===== src/rtl/fetch_pkg.sv =====
// ============================================================================
// Module : core (package)
// Desc   : Shared types and constants for the instruction fetch stage.
// Rev    : 1.0  initial release
// ============================================================================
`default_nettype none

package core;

    localparam logic [31:0] ILEN = 32'd4;

    typedef struct packed {
        logic [31:0] pc;
        logic [31:0] ir;
    } if_t;

    typedef enum logic [0:0] {
        ST_RUN  = 1'b0,
        ST_HOLD = 1'b1
    } fetch_state_e;

endpackage

`default_nettype wire


===== src/rtl/fetch_if.sv =====
// ============================================================================
// Module : fetch_if
// Desc   : Control, instruction-memory and decode-stream signals of fetch.
// Rev    : 1.0  initial release
// ============================================================================
`default_nettype none

interface fetch_if;

    logic        bubble;
    logic        redirect_valid;
    logic [31:0] redirect_pc;
    logic        imem_en;
    logic [31:0] imem_addr;
    logic [31:0] imem_rdata;
    logic        fetch_tvalid;
    logic        fetch_tready;
    logic [63:0] fetch_tdata;

    modport master (
        input  bubble, redirect_valid, redirect_pc, imem_rdata, fetch_tready,
        output imem_en, imem_addr, fetch_tvalid, fetch_tdata
    );

    modport slave (
        output bubble, redirect_valid, redirect_pc, imem_rdata, fetch_tready,
        input  imem_en, imem_addr, fetch_tvalid, fetch_tdata
    );

endinterface

`default_nettype wire


===== src/rtl/fetch_skid.sv =====
// ============================================================================
// Module : skid
// Desc   : One-entry holding register for a response that meets a stalled
//          output register. Push wins over pop; flush clears the entry.
// Rev    : 1.0  initial release
// ============================================================================
`default_nettype none

module skid
    import core::*;
(
    input  wire logic clk,
    input  wire logic rst_n,
    input  wire logic flush,
    input  wire logic push,
    input  wire if_t  push_data,
    input  wire logic pop,
    output logic      valid,
    output if_t       data
);

    logic valid_q, valid_d;
    if_t  data_q, data_d;

    always_comb begin
        valid_d = valid_q;
        data_d  = data_q;
        if (flush) begin
            valid_d = 1'b0;
        end else if (push) begin
            valid_d = 1'b1;
            data_d  = push_data;
        end else if (pop) begin
            valid_d = 1'b0;
        end
    end

    always_ff @(posedge clk or negedge rst_n) begin
        if (!rst_n) begin
            valid_q <= 1'b0;
            data_q  <= '0;
        end else begin
            valid_q <= valid_d;
            data_q  <= data_d;
        end
    end

    assign valid = valid_q;
    assign data  = data_q;

endmodule

`default_nettype wire


===== src/rtl/fetch.sv =====
// ============================================================================
// Module : fetch
// Desc   : Instruction fetch with RUN/HOLD control and an AXI-stream output.
//          Define FETCH_SKID_EN for a skid entry and one-per-cycle issue.
// Rev    : 1.0  initial release
// ============================================================================
`default_nettype none

module fetch
    import core::*;
#(
    parameter logic [31:0] RESET_PC = 32'h0000_0000
) (
    input  wire logic clk,
    input  wire logic resetn,
    fetch_if.master   bus
);

    fetch_state_e state_q, state_d;
    logic [31:0]  pc_q, pc_d;
    logic [31:0]  iss_pc_q, iss_pc_d;
    logic         inflight_q, inflight_d;
    logic         out_valid_q, out_valid_d;
    if_t          out_q, out_d;

    logic kill, tvalid, accept, can_issue, issue;
    if_t  resp_data;

`ifdef FETCH_SKID_EN
    logic skid_valid, skid_push, skid_pop;
    if_t  skid_data;

    skid u_skid (
        .clk       (clk),
        .rst_n     (resetn),
        .flush     (kill),
        .push      (skid_push),
        .push_data (resp_data),
        .pop       (skid_pop),
        .valid     (skid_valid),
        .data      (skid_data)
    );
`endif

    always_comb begin
        // Anything other than plain RUN discards buffered and in-flight data.
        kill         = bus.redirect_valid | bus.bubble | (state_q == ST_HOLD);
        resp_data.pc = iss_pc_q;
        resp_data.ir = bus.imem_rdata;
        tvalid       = (out_valid_q | inflight_q) & ~kill;
        accept       = tvalid & bus.fetch_tready;
`ifdef FETCH_SKID_EN
        can_issue    = ~skid_valid & ~(inflight_q & out_valid_q & ~accept);
`else
        can_issue    = ~inflight_q & (~out_valid_q | accept);
`endif
        issue        = resetn & ~kill & can_issue;
    end

    always_comb begin
        state_d     = state_q;
        pc_d        = pc_q;
        iss_pc_d    = iss_pc_q;
        inflight_d  = issue;
        out_valid_d = out_valid_q;
        out_d       = out_q;
`ifdef FETCH_SKID_EN
        skid_push   = 1'b0;
        skid_pop    = 1'b0;
`endif
        if (bus.redirect_valid) begin
            state_d = ST_RUN;
            pc_d    = {bus.redirect_pc[31:2], 2'b00};
        end else begin
            if (bus.bubble) state_d = ST_HOLD;
            if (issue)      pc_d    = pc_q + ILEN;
        end
        if (issue) iss_pc_d = pc_q;

        // Order of age: output register, then skid entry, then the live response.
        if (kill) begin
            out_valid_d = 1'b0;
        end else if (out_valid_q) begin
            if (accept) begin
`ifdef FETCH_SKID_EN
                if (skid_valid) begin
                    out_d    = skid_data;
                    skid_pop = 1'b1;
                end else
`endif
                if (inflight_q) out_d       = resp_data;
                else            out_valid_d = 1'b0;
            end
`ifdef FETCH_SKID_EN
            else if (inflight_q) begin
                skid_push = 1'b1;
            end
`endif
        end else if (inflight_q && !accept) begin
            out_valid_d = 1'b1;
            out_d       = resp_data;
        end
    end

    always_ff @(posedge clk or negedge resetn) begin
        if (!resetn) begin
            state_q     <= ST_RUN;
            pc_q        <= RESET_PC;
            iss_pc_q    <= '0;
            inflight_q  <= 1'b0;
            out_valid_q <= 1'b0;
            out_q       <= '0;
        end else begin
            state_q     <= state_d;
            pc_q        <= pc_d;
            iss_pc_q    <= iss_pc_d;
            inflight_q  <= inflight_d;
            out_valid_q <= out_valid_d;
            out_q       <= out_d;
        end
    end

    // A response not yet registered is forwarded straight from memory.
    assign bus.imem_en      = issue;
    assign bus.imem_addr    = pc_q;
    assign bus.fetch_tvalid = tvalid;
    assign bus.fetch_tdata  = out_valid_q ? out_q : (inflight_q ? resp_data : '0);

endmodule

`default_nettype wire


===== src/flat_wrapper.sv =====
// flat-port wrapper written by rule: the top's interface ports become plain ports
module fetch_flat import core::*;
#(
    parameter logic [31:0] RESET_PC = 32'h0000_0000
)
  (clk, resetn, bus_bubble, bus_redirect_valid, bus_redirect_pc, bus_imem_rdata, bus_fetch_tready, bus_imem_en, bus_imem_addr, bus_fetch_tvalid, bus_fetch_tdata);
  fetch_if bus_i ();
  input  wire logic clk;
  input  wire logic resetn;
  input wire logic [$bits(bus_i.bubble)-1:0] bus_bubble;
  input wire logic [$bits(bus_i.redirect_valid)-1:0] bus_redirect_valid;
  input wire logic [$bits(bus_i.redirect_pc)-1:0] bus_redirect_pc;
  input wire logic [$bits(bus_i.imem_rdata)-1:0] bus_imem_rdata;
  input wire logic [$bits(bus_i.fetch_tready)-1:0] bus_fetch_tready;
  output wire logic [$bits(bus_i.imem_en)-1:0] bus_imem_en;
  output wire logic [$bits(bus_i.imem_addr)-1:0] bus_imem_addr;
  output wire logic [$bits(bus_i.fetch_tvalid)-1:0] bus_fetch_tvalid;
  output wire logic [$bits(bus_i.fetch_tdata)-1:0] bus_fetch_tdata;
  assign bus_i.bubble = bus_bubble;
  assign bus_i.redirect_valid = bus_redirect_valid;
  assign bus_i.redirect_pc = bus_redirect_pc;
  assign bus_i.imem_rdata = bus_imem_rdata;
  assign bus_i.fetch_tready = bus_fetch_tready;
  assign bus_imem_en = bus_i.imem_en;
  assign bus_imem_addr = bus_i.imem_addr;
  assign bus_fetch_tvalid = bus_i.fetch_tvalid;
  assign bus_fetch_tdata = bus_i.fetch_tdata;
  fetch #(.RESET_PC(RESET_PC)) u_core (.clk(clk), .resetn(resetn), .bus(bus_i));
endmodule

===== config.mk =====
export PLATFORM = sky130hd
export DESIGN_NAME = fetch_flat
export DESIGN_NICKNAME = d
export VERILOG_FILES = /design/src/rtl/fetch_pkg.sv /design/src/rtl/fetch_if.sv /design/src/rtl/fetch_skid.sv /design/src/rtl/fetch.sv /design/src/flat_wrapper.sv
export SDC_FILE = /design/constraint.sdc
export NUM_CORES = 1
export LEC_CHECK = 0
export ABC_AREA = 1
export BUFFER_PORTS_ARGS = -buffer_cell sky130_fd_sc_hd__buf_4
export CORE_MARGIN = 2
export CORE_UTILIZATION = 35
export DETAILED_ROUTE_END_ITERATION = 7
export GPL_TIMING_DRIVEN = 0
export PLACE_DENSITY = 0.55
export SKIP_LAST_GASP = 1
export SLEW_MARGIN = 10
export SYNTH_ARGS = -nofsm -noshare
export SYNTH_HDL_FRONTEND = slang
export SYNTH_HIERARCHICAL = 1
export SYNTH_SLANG_ARGS = --single-unit

===== constraint.sdc =====
create_clock -name clk -period 1.7 [get_ports clk]
set_clock_uncertainty 0.2 [all_clocks]
set_input_delay 0.17 -clock clk [delete_from_list [all_inputs] [get_ports clk]]
set_output_delay 0.17 -clock clk [all_outputs]
set_load 0.01 [all_outputs]

Word-level counts from Yosys, hierarchy flattened
Index checks and enable logic that the tools add are counted.
Widths: inputs -> output; s select.

storage, ports and cells
  output and inout bits = 98
  bits of input ports = 69
  word-level logic and storage cells = 43
  flip-flop bits (word level) = 131

cells by class
  bitwise gates (word level) = 12
  $add $sub $neg = 1
  equality and inequality tests = 2
  muxes and demuxes = 15
  reductions and logical operators = 6

operators with widths
  kind                   count
  $mux 64                6
  $mux 32                2
  $add 32x3->32 const B  1
  $mux 1                 7
  $reduce_bool 2->1      3
  $and 1x1->1            5
  $or 1x1->1             4
  $reduce_and 4->1       1
  $not 1->1              3
  $ne 2x1->1 const B     1
  $ne 2x2->1 const B     1
  $logic_and 1x1->1      1
  $logic_not 1->1        1

Longest topological paths before layout
Gate-level depths: netlist of run 1.

  word-level depth = 10
  mapped depth = 10
  gate-level depth less buffers = 9

Worst setup path after synthesis of run 1
No wires, ideal clock.

  kind = flip-flop to flip-flop
  start point = register u_core.pc_q[3], in the netlist u_core/bus.imem_addr[3]
  end point = register u_core.pc_q[28], in the netlist u_core/bus.imem_addr[28]
  data arrival time = 1.314 ns
  path slack = 0.069 ns
  period minus slack after synthesis = 1.631 ns
  path buffers = 0
  setup time = 0.117 ns
  data required time = 1.383 ns
  stages on the path, launching flop included = 9
  cells stage by stage = dfrtp_1 ha_1 nand2_1 nor2_1 nand2_2 nor2_2 nand3_1 nand3_1 nand2_1

between the ends
  word-level cells in the longest chain between the ends = 3

RTL lines
  what                    line          source
  from (decl)             fetch.sv:20   logic [31:0] pc_q, pc_d;
  from (signal assigned)  fetch.sv:115  pc_q <= pc_d;
  $add 32x3->32           fetch.sv:76   if (issue) pc_d = pc_q + ILEN;
  $mux 32                 fetch.sv:76
  $mux 32                 fetch.sv:71   if (bus.redirect_valid) begin

Every way passes these cells. The select of a mux whose other input is x is not followed.
A chain may end at the register's enable or synchronous reset.

Worst setup path after layout of run 1
  start point = register u_core.out_valid_q
  end point = output bus_fetch_tdata[49]

between the ends
  word-level cells in the longest chain between the ends = 1

RTL lines
  what                    line                source
  from (decl)             fetch.sv:23         logic out_valid_q, out_valid_d;
  from (signal assigned)  fetch.sv:118        out_valid_q <= out_valid_d;
  $mux 64                 fetch.sv:127        assign bus.fetch_tdata = out_valid_q ? out_q : (inflight_q ? resp_data : '0);
  to (decl)               flat_wrapper.sv:18  output wire logic [$bits(bus_i.fetch_tdata)-1:0] bus_fetch_tdata;

Every way passes these cells.

==> flow_metrics.tcl, run 1 <==
set metrics [dict create \
    status "finished with violations" \
    violations "hold timing, setup timing" \
    grt_usage_pct 20.5 \
    ys_warn_count 6 \
    reg2reg_setup_slack_ps -150 \
    met1_usage_pct 27.9 \
    max_cap_viol_count 0 \
    rows 50 \
    tightestPinTransition_ps 517 \
    antenna_found_initial 0 \
    synth_common_cells "310 x nand2_1, 125 x dfrtp_1, 114 x inv_1, 76 x o21ai_1, 75 x o21ai_0" \
    rsz0062_at_grt "true" \
    postRouteAntennaNets 0 \
    grtUsageMet3_pct 3.77 \
    vias 6840 \
    grt_pass1_wl_um 32500 \
    cts-htree-levels 4 \
    grt_busiest_layer "met2" \
    routed_wl_um 21500 \
    cts_inserted_buffers 17 \
    dr.pass1.iters 5 \
    power_density_mw_per_mm2 825 \
    fin_total_pwr_mw 9.13 \
    clockPowerShare_pct 38.8 \
    via_per_inst 4.75 \
    p_sw_share_pct 28.5 \
    fmax_ghz 0.533 \
    synth_cells 903 \
    leakage_nw 5.35 \
    end_kind "output pin" \
    drive_above_1_share_pct 37.6 \
    combPwrFrac_pct 19.9 \
    crit_path_start_kind "flip-flop" \
    grt_max_degree 52 \
    synthArstFlopShare_pct 100 \
    dp.cells 1300 \
    r2r.worst_path.cells 9 \
    grt_pass1_vias 6253 \
    fin_nets 1264 \
    area_growth_pct 66.0 \
    ys_seq_area_share_pct 46.9 \
    cts_hold_buf 68 \
    peakVddDrop_v 0.000665 \
    p_int_mw 6.53 \
    netlist-cell-type-count 31 \
    syn_area_mm2 0.00667 \
    core_mm2 0.0187 \
    whs_ps -556 \
    antenna_cells 0 \
    clk_pin_slew_ps 60 \
    io_pins 167 \
    hold_path_class "primary input to asynchronous set/reset pin" \
    avgSynthCellArea_um2 7.38 \
    yosysTopAreaCellShare_pct 46.9 \
    fp.dieArea_mm2 0.0202 \
    period_needed_ps 1870 \
    synth_top_area_cell "dfrtp_1" \
    setup_viol 127 \
    fin_cells 1440 \
    fp.dieW_um 142 \
    grt_util_met2_pct 33.1 \
    slew_viol_final 0 \
    clock_path_buffers 2 \
    worst-path-max-fanout 10 \
    drc 0 \
    place_hpwl_um 14000 \
    synth.area.top_cells "dfrtp_1 47%, nand2_1 17%, inv_1 6.4%" \
    power.switching_mw 2.60 \
    ys_seq_elements 125 \
    finalWeightedCongestion 0.900 \
    dp_slack_ps -549 \
    dpl_cell_area_mm2 0.00820 \
    cts_tree "done" \
    final_area_mm2 0.0111 \
    worstPathRequired_ps 1330 \
    clk_latency_ps 420 \
    p_seq_share_pct 41.3 \
    crit_type "flip-flop to output pin" \
    arrival_ps 1500 \
    synth_most_common_cell "nand2_1" \
    finalHoldViolCount 121 \
    yosys_most_used_dff "dfrtp_1" \
    port-buffer-count 159 \
    regToRegEndpoint "u_core/out_q[42]" \
    wl_per_cell_um 14.9 \
    overflow 0 \
    die_y_um 142 \
    reg2reg_from "u_core/out_valid_q" \
    synth-edff-count 0 \
    drt_iter0_drc 430 \
    slew_headroom_pct 65.5 \
    clkSinkCount 125 \
    fin_ws_ps -175 \
    start_util_pct 35.6 \
    post-route-period-util_pct 110 \
    cts_root_buffer "clkbuf_16" \
]
==> worst max path at each step <==
stage	startpoint	to	slack (ps)
2_1_floorplan	u_core/bus.imem_addr[3]	u_core/bus.imem_addr[28]	70
3_3_place_gp	resetn	bus_imem_en	-1160
3_5_place_dp	resetn	bus_imem_en	-550
4_1_cts	u_core/out_valid_q	bus_fetch_tdata[55]	-190
5_1_grt	u_core/out_valid_q	bus_fetch_tdata[49]	-230
6_report	u_core/out_valid_q	bus_fetch_tdata[49]	-170
==> power by group through the flow <==
stage	clock network (mW)	logic, mW	registers (mW)
after global routing	3.76	2.03	3.83
final	3.54	1.82	3.77
after detailed placement	0	1.35	3.76
after global placement	0	1.33	3.76
after floorplan	0	0.768	3.71
after CTS	3.61	1.61	3.72
==> state kept, by name (all words and copies together) (netlist names) <==
register / count
u_core/out_q: 62
u_core/inflight_q: 1
u_core/state_q: 1
u_core/out_valid_q: 1
u_core/iss_pc_q: 30
u_core/bus.imem_addr: 30
==> metal layers <==
layer,part of all wire [%],vias to the layer above
li1,-,3437
met1,46,3185
met2,48,193
met3,4.4,25
met4,2.1,0
met5,0,-
==> final cells by class <==
type	instances	area, um^2
Tap cell	234	293
Buffer	47	604
Clock buffer	24	482
Multi-Input combinational cell	619	3510
Timing Repair Buffer	268	2490
Inverter	116	448
Sequential cell	125	3150
Clock inverter	7	87.6
Fill cell	1719	7640
==> layout by cell type (no fill, tap or decap), types with 3 or more instances in the layout <==
cell type and n:
nor2_1 24, nand3_1 65, buf_12 4, nand3_2 11, nor2_4 12, nand2_4 20, inv_1 112, and2_1 3
clkbuf_16 27, o21ai_2 62, buf_4 169, nand2_2 30, clkinv_2 4, buf_8 23, xor2_1 3, clkbuf_1 7
nor2_2 9, dfrtp_1 109, conb_1 4, nand2_1 264, o21ai_1 79, dlygate4sd3_1 68, dfrtp_2 16, buf_6 29
o21ai_0 11, clkbuf_8 5, o21ai_4 10
==> per-stage QoR <==
stage                     hold WS (ps)  util, %  TNS (ps)
after floorplan                   -326        -         0
after global placement             183     43.6   -100170
after detailed placement         -57.5     43.8    -36080
after CTS                         -545     54.2    -15270
after global routing              -528     59.2    -25350
final                             -556     59.2    -15880
==> kinds of logic after synthesis <==
family	Yosys count	synth area share, %
XOR/XNOR	3	0.394
flip-flops	125	46.9
buffers and inverters	163	11.2
AO/OA/AOI/OAI	166	13.3
AND/OR/NAND/NOR	444	27.9
other	1	0.0563
adder cells (fa/ha/maj)	1	0.188
==> critical path: stages (launching register included) <==
cell      delay, ps
dfrtp_2         450
buf_6           160
clkbuf_8        170
nand2_1          90
o21ai_2          60
buf_4           150
==> timing repair <==
action,CTS,global route
endpoints found under the setup margin,182,184
resized for setup,175,204
pin swaps,6,15
setup buffers,17,10
cloned,3,12
hold endpoints to repair,152,87
Note: power is estimated with default switching activity, not from simulation.
==> inputs of run 2 (changes only) <==
==> constraint.sdc (replaced) <==
create_clock -name clk -period 2.1 [get_ports clk]
set_clock_uncertainty 0.2 [all_clocks]
set_input_delay 0.21 -clock clk [delete_from_list [all_inputs] [get_ports clk]]
set_output_delay 0.21 -clock clk [all_outputs]
set_load 0.01 [all_outputs]
==> run 2 against run 1 <==
Effect of this change:
- the flow now finishes without violations
- clock power fell by 19%
- worst setup slack improved by 240 ps
- critical path depth did not move
- via count fell by 4.1%
- count of clock-buffer cells in the layout did not move
- non-clock buffer count fell by 35
- total power fell by 22%
- worst hold slack improved by 580 ps
- die area did not move
- routed wire length fell by 7.7%
- sequential power fell by 20%
- register-to-register slack improved by 350 ps
- critical endpoint is now bus_fetch_tdata[47]
- largest power group unchanged
- highest routed layer unchanged
==> flow_metrics.tcl, run 2 (synthesis results as in run 1) <==
set metrics [dict create \
    slew_headroom_pct 63.0 \
    final_area_mm2 0.00964 \
    rows 50 \
    routed_wl_um 19800 \
    antenna_cells 0 \
    finalWeightedCongestion 0.900 \
    max_cap_viol_count 0 \
    critical_path.endpoint "bus_fetch_tdata[47]" \
    grt_pass1_vias 6092 \
    fp.dieW_um 142 \
    overflow 0 \
    layout_common_cells "309 x nand2_1, 164 x buf_4, 125 x dfrtp_1" \
    fmax_ghz 0.491 \
    finalSetupTns_ps 0 \
    power_density_mw_per_mm2 737 \
    status "completed" \
    leakage_nw 4.78 \
    crit_type "flip-flop to output pin" \
    vias 6559 \
    drc 0 \
    grt_max_degree 50 \
    drive_above_1_share_pct 22.6 \
    rsz0062_at_grt "true" \
    postRouteAntennaNets 0 \
    cp_cell_sequence "inv_2, nand2_2, clkbuf_4, o21ai_1, buf_4" \
    area_growth_pct 44.6 \
    crit_path_start_kind "flip-flop" \
    hold_path_class "primary input to flip-flop" \
    slew_viol_final 0 \
    wl_per_cell_um 14.1 \
    fp.dieArea_mm2 0.0202 \
    grt_pass1_wl_um 31500 \
    p_sw_share_pct 27.3 \
    place_hpwl_um 14000 \
    end_kind "output pin" \
    period_needed_ps 2030 \
    cts_root_buffer "clkbuf_16" \
    cts_setup_buffers 0 \
    p_seq_share_pct 42.4 \
    r2r.worst_path.cells 8 \
    cts-htree-levels 4 \
    cpPeakStageDelay_ps 390 \
    largest_reg_flops 62 \
    fin_util_pct 51.5 \
    largest_register "u_core/out_q" \
    clkSinkCount 125 \
    setup_viol 0 \
    cts_inserted_buffers 17 \
    port-buffer-count 159 \
    worst-path-max-fanout 10 \
    p_int_mw 5.17 \
    fin_ws_ps 65.4 \
    cts_tree "done" \
    final_common_cell "nand2_1" \
    tightestPinTransition_ps 554 \
    startpoint "u_core/out_valid_q" \
    io_pins 167 \
    whs_ps 25.1 \
    dr.pass1.iters 5 \
    fin_nets 1228 \
    die_y_um 142 \
    dp_slack_ps -229 \
    finalHoldViolCount 0 \
    clk_latency_ps 420 \
    reg2reg_setup_slack_ps 200 \
    clockPowerShare_pct 40.2 \
    regToRegEndpoint "u_core/bus.imem_addr[20]" \
    crit_slowest_cell "dfrtp_1" \
    start_util_pct 35.6 \
    post-route-period-util_pct 96.9 \
    reg2reg_from "u_core/bus.imem_addr[3]" \
    core_mm2 0.0187 \
    dpl_cell_area_mm2 0.00820 \
    power.switching_mw 1.94 \
    peakVddDrop_v 0.000545 \
    antenna_found_initial 0 \
    combPwrFrac_pct 17.4 \
    drt_iter0_drc 371 \
    clk_pin_slew_ps 60 \
    arrival_ps 1620 \
    via_per_inst 4.67 \
    clock_path_buffers 2 \
    worstPathRequired_ps 1690 \
    grt_usage_pct 20.0 \
]
run 2: power by group through the flow:
stage	registers, mW	logic (mW)	clock network, mW
final	3.01	1.23	2.86
after global routing	3.06	1.40	3.04
after CTS	3.01	1.24	2.93
after detailed placement	3.05	1.10	0
after global placement	3.04	1.07	0
after floorplan	3.00	0.622	0
run 2: critical path: cells and delay by family (launching register included):
family,cells,cell delay (ps)
AO/OA/AOI/OAI,1,220
buffers and inverters,3,480
AND/OR/NAND/NOR,1,130
flip-flops,1,390
run 2: final cells by class:
cell class	instances	area, um^2
fill	1872	9060
sequential	125	3130
multi-input combinational	618	2810
timing repair buffer	234	2050
clock buffer	24	482
inverter	116	443
buffer	46	340
tap	234	293
clock inverter	7	87.6
run 2: how the worst min path moves through the flow:
stage	to	cells after the start	start
floorplan	u_core/bus.imem_addr[10]	0	resetn
global placement	u_core/bus.imem_addr[2]	3	bus_redirect_pc[2]
detailed placement	u_core/out_q[22]	1	resetn
CTS	u_core/bus.imem_addr[18]	6	bus_redirect_valid
global route	u_core/bus.imem_addr[18]	6	bus_redirect_valid
finish	u_core/bus.imem_addr[18]	6	bus_redirect_valid
run 2: stage by stage:
stage	power (mW)	std cells
2_1_floorplan	3.63	906
3_3_place_gp	4.11	1299
3_5_place_dp	4.14	1300
4_1_cts	7.17	1404
5_1_grt	7.51	1404
6_report	7.10	1404
run 2: per-layer routing:
layer / vias up / wire length [um] / GRT usage, %
li1: 3352 / - / -
met1: 3003 / 9460 / 27.6
met2: 189 / 9280 / 32.3
met3: 15 / 876 / 3.50
met4: 0 / 222 / 6.11
met5: - / 0 / 0
run 2: repair_timing:
action	in CTS	in global routing
endpoints found under the setup margin	62	40
gates cloned	1	0
endpoints found under the hold margin	151	0
hold buffers	73	0
gates resized for setup	29	24
==> inputs of run 3 (changes only) <==
--- a/config.mk
+++ b/config.mk
@@ -7,6 +7,7 @@
 export LEC_CHECK = 0
 export ABC_AREA = 1
 export BUFFER_PORTS_ARGS = -buffer_cell sky130_fd_sc_hd__buf_4
+export CORE_ASPECT_RATIO = 1.1
 export CORE_MARGIN = 2
 export CORE_UTILIZATION = 35
 export DETAILED_ROUTE_END_ITERATION = 7
==> constraint.sdc (replaced) <==
create_clock -name clk -period 2.6 [get_ports clk]
set_clock_uncertainty 0.2 [all_clocks]
set_input_delay 0.26 -clock clk [delete_from_list [all_inputs] [get_ports clk]]
set_output_delay 0.26 -clock clk [all_outputs]
set_load 0.01 [all_outputs]
==> run 3 against run 2 <==
Effect of this change:
- worst hold slack improved by 3.1 ps
- worst setup slack improved by 61 ps
- count of clock-buffer cells in the layout stayed put
- final area shrank 1.2%
- global-route usage grew 0.27 points
- non-clock buffer count shrank 5
- cell count grew 0.28%
- sequential power is 19% lower
- largest power group unchanged
- critical path type unchanged
- sequential share of layout area is 0.41 points higher
==> flow_metrics.tcl, run 3 (synthesis results as in run 1) <==
set metrics [dict create \
    finalWeightedCongestion 0.877 \
    rows 52 \
    via_per_inst 4.56 \
    dr.pass1.iters 6 \
    reg2reg_from "u_core/bus.imem_addr[3]" \
    whs_ps 28.2 \
    r2r.worst_path.cells 8 \
    leakage_nw 4.71 \
    period_needed_ps 2470 \
    regToRegEndpoint "u_core/bus.imem_addr[20]" \
    clockPowerShare_pct 41.6 \
    post-route-period-util_pct 95.1 \
    drc 0 \
    worstPathRequired_ps 2140 \
    cts-htree-levels 4 \
    largest_reg_flops 62 \
    cpPeakStageDelay_ps 490 \
    nFillCells 1863 \
    area_growth_pct 42.8 \
    grt_usage_pct 20.3 \
    fp.dieW_um 136 \
    slew_viol_final 0 \
    postRouteAntennaNets 0 \
    crit_slowest_cell "clkbuf_1" \
    finalSetupTns_ps 0 \
    seq_area_mm2 0.00313 \
    routed_wl_um 19900 \
    fin_nets 1223 \
    reg2reg_setup_slack_ps 700 \
    tightestPinTransition_ps 607 \
    drive_above_1_share_pct 21.3 \
    worst-path-max-fanout 10 \
    power.switching_mw 1.54 \
    cts_inserted_buffers 17 \
    wl_per_cell_um 14.1 \
    vias 6419 \
    combPwrFrac_pct 16.6 \
    multi_input_comb_area_mm2 0.00280 \
    finalHoldViolCount 0 \
    core_mm2 0.0185 \
    grt_max_degree 69 \
    port-buffer-count 159 \
    largest_register "u_core/out_q" \
    end_kind "output pin" \
    setup_viol 0 \
    fp.dieArea_mm2 0.0202 \
    fin_ws_ps 127 \
    max_cap_viol_count 0 \
    start_util_pct 36.0 \
    antenna_cells 0 \
    crit_path_start_kind "flip-flop" \
    min_from "bus_redirect_valid" \
    clkSinkCount 125 \
    min_to "u_core/bus.imem_addr[9]" \
    clock_path_buffers 2 \
    crit_type "flip-flop to output pin" \
    p_int_mw 4.28 \
    antenna_found_initial 0 \
    drt_iter0_drc 324 \
    overflow 0 \
    peakVddDrop_v 0.000460 \
    layout_common_cells "310 x nand2_1, 163 x buf_4, 125 x dfrtp_1" \
    cts_tree "done" \
    place_hpwl_um 14100 \
    power_density_mw_per_mm2 611 \
    grt_pass1_vias 6251 \
    p_sw_share_pct 26.5 \
    dp_slack_ps 130 \
    arrival_ps 2010 \
    final_common_cell "nand2_1" \
    cp_cell_sequence "nand2_1, clkbuf_1, o21ai_0, buf_4" \
    whs_path_depth 4 \
    grt_pass1_wl_um 31800 \
    slew_headroom_pct 59.6 \
    status "completed" \
    die_y_um 149 \
    io_pins 167 \
    clk_pin_slew_ps 60 \
    clk_latency_ps 410 \
    hold_path_class "primary input to flip-flop" \
    rsz0062_at_grt "false" \
    p_seq_share_pct 41.8 \
    cts_root_buffer "clkbuf_16" \
    fmax_ghz 0.404 \
]
## run 3: cell types whose count changed in the layout (fill, tap and decap cells not counted), moves of 3 or more
cell           change
o21ai_1           -15
o21ai_0           +18
dlygate4sd3_1      -3
clkbuf_4           -9
o21ai_2            -3
clkbuf_1          +10
## run 3: final cells by class
cell class / instances / share of cell area [%]
Sequential cell: 125 / 32.9
Multi-Input combinational cell: 618 / 29.4
Timing Repair Buffer: 228 / 20.4
Clock buffer: 24 / 5.16
Inverter: 116 / 4.60
Buffer: 47 / 3.27
Tap cell: 243 / 3.19
Clock inverter: 7 / 1.16
## run 3: how the worst max path moves through the flow
stage,start,end,slack (ps),cells past startpoint
after global routing,resetn,bus_imem_en,20,9
final,u_core/inflight_q,bus_fetch_tdata[61],130,4
after floorplan,u_core/bus.imem_addr[3],u_core/bus.imem_addr[28],970,8
after CTS,resetn,bus_imem_en,10,9
after detailed placement,resetn,bus_imem_en,130,8
after global placement,resetn,bus_imem_en,-440,7
## run 3: what timing repair did
action	in CTS	in global routing
resized for setup	0	0
hold endpoints to repair	122	0
buffers inserted	0	0
hold buffers	67	0
endpoints found under the setup margin	0	1
## run 3: stage by stage
step / std cells / instance area [um^2] / util [%] / power (mW)
floorplan: 906 / 6680 / - / 2.93
global placement: 1308 / 8180 / 44.1 / 3.32
detailed placement: 1309 / 8210 / 44.3 / 3.34
CTS: 1407 / 9500 / 51.2 / 5.88
global route: 1408 / 9520 / 51.3 / 6.15
finish: 1408 / 9520 / 51.3 / 5.82
## run 3: power by group through the flow
stage,combinational [mW],sequential [mW],clock (mW)
3_3_place_gp,0.864,2.46,0
6_report,0.966,2.43,2.42
3_5_place_dp,0.885,2.46,0
2_1_floorplan,0.502,2.43,0
5_1_grt,1.11,2.47,2.57
4_1_cts,0.970,2.43,2.48
## run 3: critical path, delay by kind of cell (launching register included)
family / cells / cell delay, ps
buf+inv: 2 / 690
simple gates: 1 / 290
flops: 1 / 400
compound gates: 1 / 230
## run 3: layer usage
| layer | vias to the layer above | part of all wire (%) | wire (um) | GRT usage (%) |
|---|---|---|---|---|
| met3 | 15 | 4.7 | 926 | 4.01 |
| met4 | 0 | 1.4 | 270 | 6.51 |
| met1 | 2894 | 46 | 9070 | 26.6 |
| met2 | 174 | 48 | 9600 | 33.7 |
| met5 | - | 0 | 0 | 0 |
| li1 | 3336 | - | - | - |
